### src/rtl/ttl_checksum_update.sv
// ttl_checksum_update
//
// Egress rewrite stage placed after the output-port lookup. For IPv4
// packets that are forwarded to one of the four MAC ports, it decrements
// the TTL, updates the IPv4 header checksum incrementally, and replaces
// the Ethernet source MAC with the MAC of the egress port. Packets sent to
// a CPU port and non-IPv4 packets pass through unchanged.
//
// The stage holds one output register and one skid register. This keeps
// full throughput under backpressure. S_AXIS_TREADY comes straight from a
// flop.
//
// Ports:
//   AXI_ACLK, AXI_RESETN        clock, asynchronous active-low reset
//   S_AXIS_*                    input stream (TDATA/TSTRB/TUSER/TVALID/TLAST, TREADY out)
//   M_AXIS_*                    output stream (TDATA/TSTRB/TUSER/TVALID/TLAST, TREADY in)
//   reset                       counter clear, active when equal to 1
//   macN_low / macN_high        MAC[31:0] / MAC[47:32] (in [15:0]) of MAC port N
//   rewrite_count               number of packets rewritten
//   passthru_count              number of packets forwarded unmodified
module ttl_checksum_update #(
  parameter int C_S_AXI_DATA_WIDTH   = 32,
  parameter int C_M_AXIS_DATA_WIDTH  = 256,
  parameter int C_S_AXIS_DATA_WIDTH  = 256,
  parameter int C_M_AXIS_TUSER_WIDTH = 128,
  parameter int C_S_AXIS_TUSER_WIDTH = 128,
  parameter int DST_PORT_POS         = 24
) (
  input  logic                                AXI_ACLK,
  input  logic                                AXI_RESETN,

  input  logic [C_S_AXIS_DATA_WIDTH-1:0]      S_AXIS_TDATA,
  input  logic [C_S_AXIS_DATA_WIDTH/8-1:0]    S_AXIS_TSTRB,
  input  logic [C_S_AXIS_TUSER_WIDTH-1:0]     S_AXIS_TUSER,
  input  logic                                S_AXIS_TVALID,
  input  logic                                S_AXIS_TLAST,
  output logic                                S_AXIS_TREADY,

  output logic [C_M_AXIS_DATA_WIDTH-1:0]      M_AXIS_TDATA,
  output logic [C_M_AXIS_DATA_WIDTH/8-1:0]    M_AXIS_TSTRB,
  output logic [C_M_AXIS_TUSER_WIDTH-1:0]     M_AXIS_TUSER,
  output logic                                M_AXIS_TVALID,
  output logic                                M_AXIS_TLAST,
  input  logic                                M_AXIS_TREADY,

  input  logic [C_S_AXI_DATA_WIDTH-1:0]       reset,
  input  logic [C_S_AXI_DATA_WIDTH-1:0]       mac0_low,
  input  logic [C_S_AXI_DATA_WIDTH-1:0]       mac0_high,
  input  logic [C_S_AXI_DATA_WIDTH-1:0]       mac1_low,
  input  logic [C_S_AXI_DATA_WIDTH-1:0]       mac1_high,
  input  logic [C_S_AXI_DATA_WIDTH-1:0]       mac2_low,
  input  logic [C_S_AXI_DATA_WIDTH-1:0]       mac2_high,
  input  logic [C_S_AXI_DATA_WIDTH-1:0]       mac3_low,
  input  logic [C_S_AXI_DATA_WIDTH-1:0]       mac3_high,
  output logic [C_S_AXI_DATA_WIDTH-1:0]       rewrite_count,
  output logic [C_S_AXI_DATA_WIDTH-1:0]       passthru_count
);

  localparam logic [0:0] HEADER = 1'b0;
  localparam logic [0:0] BODY   = 1'b1;

  localparam logic [C_S_AXI_DATA_WIDTH-1:0] CNT_ONE = {{(C_S_AXI_DATA_WIDTH-1){1'b0}}, 1'b1};

  logic [0:0]                          state;
  logic                                in_accept;
  logic                                first_beat;

  logic [7:0]                          dst_ports;
  logic                                port_hit;
  logic [47:0]                         port_mac;
  logic [15:0]                         ethertype;
  logic [3:0]                          ip_version;
  logic [7:0]                          ip_ttl;
  logic [15:0]                         ip_cksum;
  logic [16:0]                         cksum_sum;
  logic [15:0]                         cksum_new;
  logic                                do_rewrite;
  logic [C_S_AXIS_DATA_WIDTH-1:0]      beat_data;

  logic                                s_ready_q;
  logic                                or_valid;
  logic [C_M_AXIS_DATA_WIDTH-1:0]      or_tdata;
  logic [C_M_AXIS_DATA_WIDTH/8-1:0]    or_tstrb;
  logic [C_M_AXIS_TUSER_WIDTH-1:0]     or_tuser;
  logic                                or_tlast;
  logic                                sk_valid;
  logic [C_M_AXIS_DATA_WIDTH-1:0]      sk_tdata;
  logic [C_M_AXIS_DATA_WIDTH/8-1:0]    sk_tstrb;
  logic [C_M_AXIS_TUSER_WIDTH-1:0]     sk_tuser;
  logic                                sk_tlast;

  logic                                unused_mac_high;

  // Only the low 16 bits of each macN_high register hold MAC bits.
  assign unused_mac_high = ^{mac0_high[C_S_AXI_DATA_WIDTH-1:16], mac1_high[C_S_AXI_DATA_WIDTH-1:16],
                             mac2_high[C_S_AXI_DATA_WIDTH-1:16], mac3_high[C_S_AXI_DATA_WIDTH-1:16]};

  assign in_accept  = S_AXIS_TVALID & s_ready_q;
  assign first_beat = (state == HEADER);

  assign S_AXIS_TREADY = s_ready_q;
  assign M_AXIS_TVALID = or_valid;
  assign M_AXIS_TDATA  = or_tdata;
  assign M_AXIS_TSTRB  = or_tstrb;
  assign M_AXIS_TUSER  = or_tuser;
  assign M_AXIS_TLAST  = or_tlast;

  // Select the egress MAC. The match is exact on the whole one-hot byte,
  // so a packet that is also copied to a CPU port (extra bits set) is not
  // treated as a plain MAC-port forward.
  always_comb begin
    dst_ports = S_AXIS_TUSER[DST_PORT_POS +: 8];
    port_hit  = 1'b1;
    port_mac  = 48'd0;
    case (dst_ports)
      8'h01:   port_mac = {mac0_high[15:0], mac0_low};
      8'h04:   port_mac = {mac1_high[15:0], mac1_low};
      8'h10:   port_mac = {mac2_high[15:0], mac2_low};
      8'h40:   port_mac = {mac3_high[15:0], mac3_low};
      default: port_hit = 1'b0;
    endcase
  end

  // Build the rewritten first beat. Decrementing the TTL lowers the
  // 16-bit word {TTL, protocol} by 0x0100. In one's complement this means
  // the stored (inverted) checksum rises by 0x0100, and any carry is
  // folded back into bit 0.
  always_comb begin
    ethertype  = S_AXIS_TDATA[159:144];
    ip_version = S_AXIS_TDATA[143:140];
    ip_ttl     = S_AXIS_TDATA[79:72];
    ip_cksum   = S_AXIS_TDATA[63:48];
    cksum_sum  = {1'b0, ip_cksum} + 17'h00100;
    cksum_new  = cksum_sum[15:0] + {15'd0, cksum_sum[16]};
    do_rewrite = first_beat && port_hit && (ethertype == 16'h0800) &&
                 (ip_version == 4'd4) && (ip_ttl > 8'd1);
    beat_data  = S_AXIS_TDATA;
    if (do_rewrite) begin
      beat_data[207:160] = port_mac;
      beat_data[79:72]   = ip_ttl - 8'd1;
      beat_data[63:48]   = cksum_new;
    end
  end

  // Packet framing. Only the beat accepted in HEADER is a candidate for
  // rewrite. A single-beat packet never leaves HEADER.
  always_ff @(posedge AXI_ACLK or negedge AXI_RESETN) begin
    if (!AXI_RESETN) begin
      state <= HEADER;
    end else if (in_accept) begin
      if (state == HEADER && !S_AXIS_TLAST) begin
        state <= BODY;
      end else if (state == BODY && S_AXIS_TLAST) begin
        state <= HEADER;
      end
    end
  end

  // Output register with a skid register behind it. When the output
  // register can move, it takes the skid contents first. Otherwise it takes
  // the incoming beat. A beat that arrives while the output is stalled goes
  // into the skid register. Input ready is set from the flop in the same
  // cycle the skid register fills, so no beat arrives while it is full.
  always_ff @(posedge AXI_ACLK or negedge AXI_RESETN) begin
    if (!AXI_RESETN) begin
      s_ready_q <= 1'b1;
      or_valid  <= 1'b0;
      or_tdata  <= '0;
      or_tstrb  <= '0;
      or_tuser  <= '0;
      or_tlast  <= 1'b0;
      sk_valid  <= 1'b0;
      sk_tdata  <= '0;
      sk_tstrb  <= '0;
      sk_tuser  <= '0;
      sk_tlast  <= 1'b0;
    end else if (!or_valid || M_AXIS_TREADY) begin
      if (sk_valid) begin
        or_valid  <= 1'b1;
        or_tdata  <= sk_tdata;
        or_tstrb  <= sk_tstrb;
        or_tuser  <= sk_tuser;
        or_tlast  <= sk_tlast;
        sk_valid  <= 1'b0;
        s_ready_q <= 1'b1;
      end else if (in_accept) begin
        or_valid  <= 1'b1;
        or_tdata  <= beat_data;
        or_tstrb  <= S_AXIS_TSTRB;
        or_tuser  <= S_AXIS_TUSER;
        or_tlast  <= S_AXIS_TLAST;
      end else begin
        or_valid  <= 1'b0;
      end
    end else if (in_accept) begin
      sk_valid  <= 1'b1;
      sk_tdata  <= beat_data;
      sk_tstrb  <= S_AXIS_TSTRB;
      sk_tuser  <= S_AXIS_TUSER;
      sk_tlast  <= S_AXIS_TLAST;
      s_ready_q <= 1'b0;
    end
  end

  // Per-packet statistics. Each packet is counted once, on its first beat.
  // A software clear wins over an increment in the same cycle.
  always_ff @(posedge AXI_ACLK or negedge AXI_RESETN) begin
    if (!AXI_RESETN) begin
      rewrite_count  <= '0;
      passthru_count <= '0;
    end else if (reset == CNT_ONE) begin
      rewrite_count  <= '0;
      passthru_count <= '0;
    end else if (in_accept && first_beat) begin
      if (do_rewrite) begin
        rewrite_count  <= rewrite_count + CNT_ONE;
      end else begin
        passthru_count <= passthru_count + CNT_ONE;
      end
    end
  end

endmodule

### config.mk
export PLATFORM = sky130hd
export DESIGN_NAME = ttl_checksum_update
export DESIGN_NICKNAME = d
export VERILOG_FILES = /design/src/rtl/ttl_checksum_update.sv
export SDC_FILE = /design/constraint.sdc
export NUM_CORES = 2
export LEC_CHECK = 0
export BUFFER_PORTS_ARGS = -buffer_cell sky130_fd_sc_hd__buf_2
export CORE_AREA = 2 2 465 467
export CTS_BUF_LIST = sky130_fd_sc_hd__clkbuf_4
export DETAILED_ROUTE_END_ITERATION = 8
export DIE_AREA = 0 0 467 469
export SYNTH_ARGS = -nofsm -noshare
export SYNTH_HDL_FRONTEND = slang
export SYNTH_SLANG_ARGS = --single-unit
### constraint.sdc
create_clock -name AXI_ACLK -period 2.76 [get_ports AXI_ACLK]
set_input_delay 0.552 -clock AXI_ACLK [delete_from_list [all_inputs] [get_ports AXI_ACLK]]
set_output_delay 0.552 -clock AXI_ACLK [all_outputs]
set_load 0.02 [all_outputs]
Word level (Yosys, flattened, before mapping). Index checks and enable logic that the tools add are counted.

Input port bits: 709. Flip-flop bits (word level): 902.

Multiplexer cells: 28. Bitwise logic cells: 3. Equal/unequal tests: 9. Magnitude comparators: 1. Add/subtract/negate cells: 5. Reduce and logical (&&, ||, !) cells: 22.

Operators by type and width (number): 256-bit 2-to-1 mux (2); 128-bit 2-to-1 mux (2); 32-bit 2-to-1 mux (8); 48-bit case mux with 4 select lines (1); 32-bit by 1-bit adder with 32-bit output (second input constant) (2); 48-bit 2-to-1 mux (1); 32-bit by 1-bit == test with 1-bit output (second input constant) (1); 16-bit by 9-bit adder with 17-bit output (second input constant) (1); 16-bit by 1-bit adder with 16-bit output (1); 16-bit by 12-bit == test with 1-bit output (second input constant) (1); 16-bit 2-to-1 mux (1); 1-bit 2-to-1 mux (12); 2-bit AND reduction (6); 2-bit nonzero test (5); 8-bit by 1-bit == test with 1-bit output (second input constant) (1); 8-bit by 3-bit == test with 1-bit output (second input constant) (1); 8-bit by 5-bit == test with 1-bit output (second input constant) (1); 8-bit by 7-bit == test with 1-bit output (second input constant) (1); 8-bit by 1-bit > comparator with 1-bit output (second input constant) (1); 8-bit 2-to-1 mux (1); 8-bit by 1-bit subtractor with 8-bit output (second input constant) (1); 1-bit logical AND (7); 4-bit by 3-bit == test with 1-bit output (second input constant) (1); 4-bit OR reduction (1); 6 further kinds (8).

Depth between registers and ports, before layout.
Word-level depth: 10. Gate-level depth with buffers: 11. Mapped depth without buffers: 11.

Worst setup path after synthesis. Ideal clock, no wire load.

Kind: input-to-reg. Start: input S_AXIS_TDATA[59]. End: register sk_tdata[62]. Arrival: 2.491 ns. Setup slack: 0.138 ns. Stages on the path: 11. Setup time: 0.131 ns. Buffers on the path: 1. Required time: 2.629 ns. Cells stage by stage: clkbuf_1 nand4_1 nor2_1 ha_1 ha_1 nand4_1 a2111oi_0 nor3_1 nor3_1 xnor2_1 o21ai_0.

Cells in the longest elaborated chain, start to end: 3.

Ends and longest elaborated chain: from (decl) (line 32) `input logic [C_S_AXIS_DATA_WIDTH-1:0] S_AXIS_TDATA,`; 16-bit by 9-bit adder with 17-bit output (line 133) `cksum_sum = {1'b0, ip_cksum} + 17'h00100;`; 16-bit by 1-bit adder with 16-bit output (line 134) `cksum_new = cksum_sum[15:0] + {15'd0, cksum_sum[16]};`; 16-bit 2-to-1 mux (line 138) `if (do_rewrite) begin`; to (signal assigned) (line 197) `sk_tdata <= beat_data;`; to (decl) (line 87) `logic [C_M_AXIS_DATA_WIDTH-1:0] sk_tdata;`.

No other way between the ends. A chain may end at the register's enable or synchronous reset.

Worst setup path after layout.
Start: input S_AXIS_TUSER[29]. End: register sk_tdata[163].

Cells in the longest elaborated chain, start to end: 8.

Ends and longest elaborated chain: from (decl) (line 34) `input logic [C_S_AXIS_TUSER_WIDTH-1:0] S_AXIS_TUSER,`; 8-bit by 7-bit == test with 1-bit output (tied with other cells) (line 115) `case (dst_ports)`; 4-bit OR reduction (no line); 1-bit 2-to-1 mux (line 115); 1-bit logical AND (3 in a row) (line 135) `do_rewrite = first_beat && port_hit && (ethertype == 16'h0800) &&`; 1-bit logical AND (line 136) `(ip_version == 4'd4) && (ip_ttl > 8'd1);`; 48-bit 2-to-1 mux (*) (line 138).

Mark *: on every way between the ends. The rest lies on a longest branch, timed or not.

==> impl_results.md <==
* Status: finished with violations
* Failing checks: setup timing
* Final worst-path cycle share at 1.046
* Final Critical Period at between 2 and 3 ns
* Fin. Hold Viols at 0
* First-pass GRT wire length at between 200,000 and 250,000 um
* Min-delay src: mac0_low[13]
* TritonRoute pass-1 iters at 7
* Port bufs at around 1,100
* Drt total wl at between 150,000 and 200,000 um
* Overflow after GRT at 0
* Clk sinks at roughly 900
* Count of state elements after synthesis at around 900
* Syn Area/Cell at 11.37 sq um
* Pins Over Slew Limit at 0
* Std-Cell Rows at 170
* DR WL met2 at between 80,000 and 90,000 um
* CTS Buf Count at between 200 and 300
* Register area share after synthesis at 0.5663
* Ports at roughly 1,200
* Peak VDD IR at ~0.39 mV
* DRC at 0
* Post-synth EDFFs at 0
* Sw Pwr at 7112 uW
* Routed met1 length at 62,940 um
* Synth top area share at 0.5656
* Critical Path Source: S_AXIS_TUSER[29]
* H-tree levels at 5
* Max layer used: met5
* Gpl congestion at between 0.8 and 0.9
* Fmax at roughly 350 MHz
* Pint at around 21,000 uW
* Initial antenna violation count at 54
* Final setup TNS at -5.553 ns
* Crit Path Category: input pin to register
* Initial DRC Count at roughly 2,300
* Leading area contributor after synthesis: dfrtp_1
* WL per Instance at approximately 20 um
* Via total after detailed routing at 37,570
* Share of layout cells above drive strength 1 at 0.3573
* Root buf cell: clkbuf_4
* # fillers at 21,800
* Max cap viols at 0
* HPWL Detailed at ~120,000 um
* Clock network fraction of total power at 0.450
* R2R Path Start: state
* Full die area at about 0.22 sq mm
* Bufs on Longest Clock Path at 4
* Tot GR Track Use at 0.1505
* CP arrival at 4.01 ns
* Worst min path class: input pin to register
* Chip width at between 400 and 500 um
* Antenna-violating nets left at 0
* Most used DFF post-synth: dfrtp_1
* Clock skew at between 0.1 and 0.15 ns
* Pleak at between 0.03 and 0.04 uW
* Layout Nets at about 6,500
* Hold Slack at ~0.068 ns
* Setup violators final at roughly 120
* Later-pin clock latency in the skew report at 1.28 ns
* Commonest cells in the netlist: dfrtp_1, o21ai_0, nand2_1
* Startpoint Class: input pin
* Slew HR at 0.5150
* Mapped Nets at ~4,200
* Yosys cell types at 46
* Syn. warnings at 0
* P per Cell Area at roughly 450 mW/mm^2
* Kind of end point of the critical path: register
* Synth Instances at between 3,000 and 4,000
* CP required at about 3.9 ns
* Initial Util at 0.1865
* Vias in the first global route at 39,490
* Metal3 WL at between 15,000 and 20,000 um
* Die H at 469 um
* Max FO, Critical Path at 14
* Largest net degree at the start of global routing at approximately 110
* Worst slew pin tran at about 0.73 ns
* Synth Cell Area at ~0.040 sq mm
* Via/cell ratio at between 4 and 5
* Sw Share at 0.2510
* Seq pwr share at 0.467
* Ranking of synthesized cells by area: dfrtp_1, mux2i_1, mux2_2
* Reg clk slew, reported paths at 0.06 ns
* Setup ws final at -0.1266 ns
* Core Footprint at approximately 0.21 sq mm
* Asr flop ratio synth at 1.000
* RSZ-0062 raised after global routing: true
* Total chip power at 28,340 uW
* Finished Core Util at 0.2933
* Most instantiated library cell after synthesis: dfrtp_1
* Area Overhead vs Synth at 57.27%
* Gate power share at 0.083
* CTS tree: built
-- path summary, 6_finish.rpt --
check,slack (ns),cells past startpoint,to
setup / recovery,-0.13,13,sk_tdata[163]
min in group asynchronous,0.67,4,M_AXIS_TUSER[10]
hold reg to reg,0.47,2,sk_tdata[58]
max in group asynchronous,1.07,4,M_AXIS_TDATA[215]
hold / removal,0.07,5,sk_tdata[173]
setup reg to reg,0.15,9,rewrite_count[22]
-- per-layer routing --
layer,global-route usage,up-vias
li1,-,17090
met1,0.1580,18270
met2,0.2451,1675
met3,0.06196,522
met4,0.1052,20
met5,0,-
-- sequential cells by signal (all words and copies together), names as in the netlist, 32 cells and up --
register	count
passthru_count	32
rewrite_count	32
M_AXIS_TDATA	256
sk_tdata	256
M_AXIS_TUSER	128
sk_tstrb	32
M_AXIS_TSTRB	32
sk_tuser	128
-- power by group through the flow --
stage / Combinational, uW / Sequential (uW) / Clock [uW]
floorplan: 253 / 13500 / 0
global placement: 1280 / 13500 / 0
detailed placement: 1320 / 13500 / 0
CTS: 2290 / 13200 / 13200
global route: 2530 / 13200 / 14000
finish: 2350 / 13200 / 12800
-- critical path, stage by stage --
cell           delay [ns]
dlygate4sd3_1        0.55
buf_2                0.15
nor4_4               0.32
buf_12               0.15
and4b_4              0.28
buf_12               0.19
buf_4                0.18
a22oi_1              0.10
dlygate4sd3_1        0.58
o21ai_0              0.07
dlygate4sd3_1        0.57
mux2i_1              0.11
o21ai_0              0.17
-- what timing repair did --
item	4_1_cts	5_1_grt
hold buffers	907	3
pin swaps	0	2
setup endpoints to repair	5	120
setup buffers	1	10
hold endpoints to repair	1791	3
gates cloned	0	4
resized for setup	5	24
-- cell type report --
| class | count | area (sq um) | area share |
|---|---|---|---|
| Sequential cell | 902 | 22580 | 0.3601 |
| Timing Repair Buffer | 2225 | 16880 | 0.2692 |
| Multi-Input combinational cell | 2336 | 16340 | 0.2607 |
| Tap cell | 2838 | 3551 | 0.05664 |
| Clock buffer | 388 | 2913 | 0.04646 |
| Clock inverter | 53 | 292.8 | 0.004670 |
| Antenna cell | 33 | 82.58 | 0.001317 |
| Inverter | 15 | 56.30 | 0.0008981 |
-- metrics by stage --
step,instance area (sq um),setup WS (ns),instances
2_1_floorplan,39860,0.1376,3505
3_3_place_gp,50060,-0.1455,7393
3_5_place_dp,50060,-0.1712,7393
4_1_cts,62360,0.007100,8742
5_1_grt,62670,-0.008016,8782
6_report,62690,-0.1266,8790
-- cell usage in the layout, fill, tap and decap left out, types with 78 or more instances in the layout --
cell type / n
dlygate4sd3_1: 907
nor2_1: 78
clkbuf_4: 388
nand2_1: 452
o21ai_0: 533
buf_2: 1121
buf_4: 138
and3_1: 83
dfrtp_1: 900
a21oi_1: 86
a22oi_1: 94
mux2i_1: 394
mux2_2: 345
-- logic make-up (layout without fill, tap and decap cells) --
logic type,Yosys count,count (layout),share of synthesized area
other cells,0,33,0
simple gates,774,774,0.09196
buf+inv,267,2681,0.02627
compound gates,735,735,0.09884
fa+ha+maj,10,10,0.003139
mux,739,739,0.1964
xor+xnor,78,78,0.01714
flops,902,902,0.5663
Note: power is estimated with default switching activity, not from simulation.
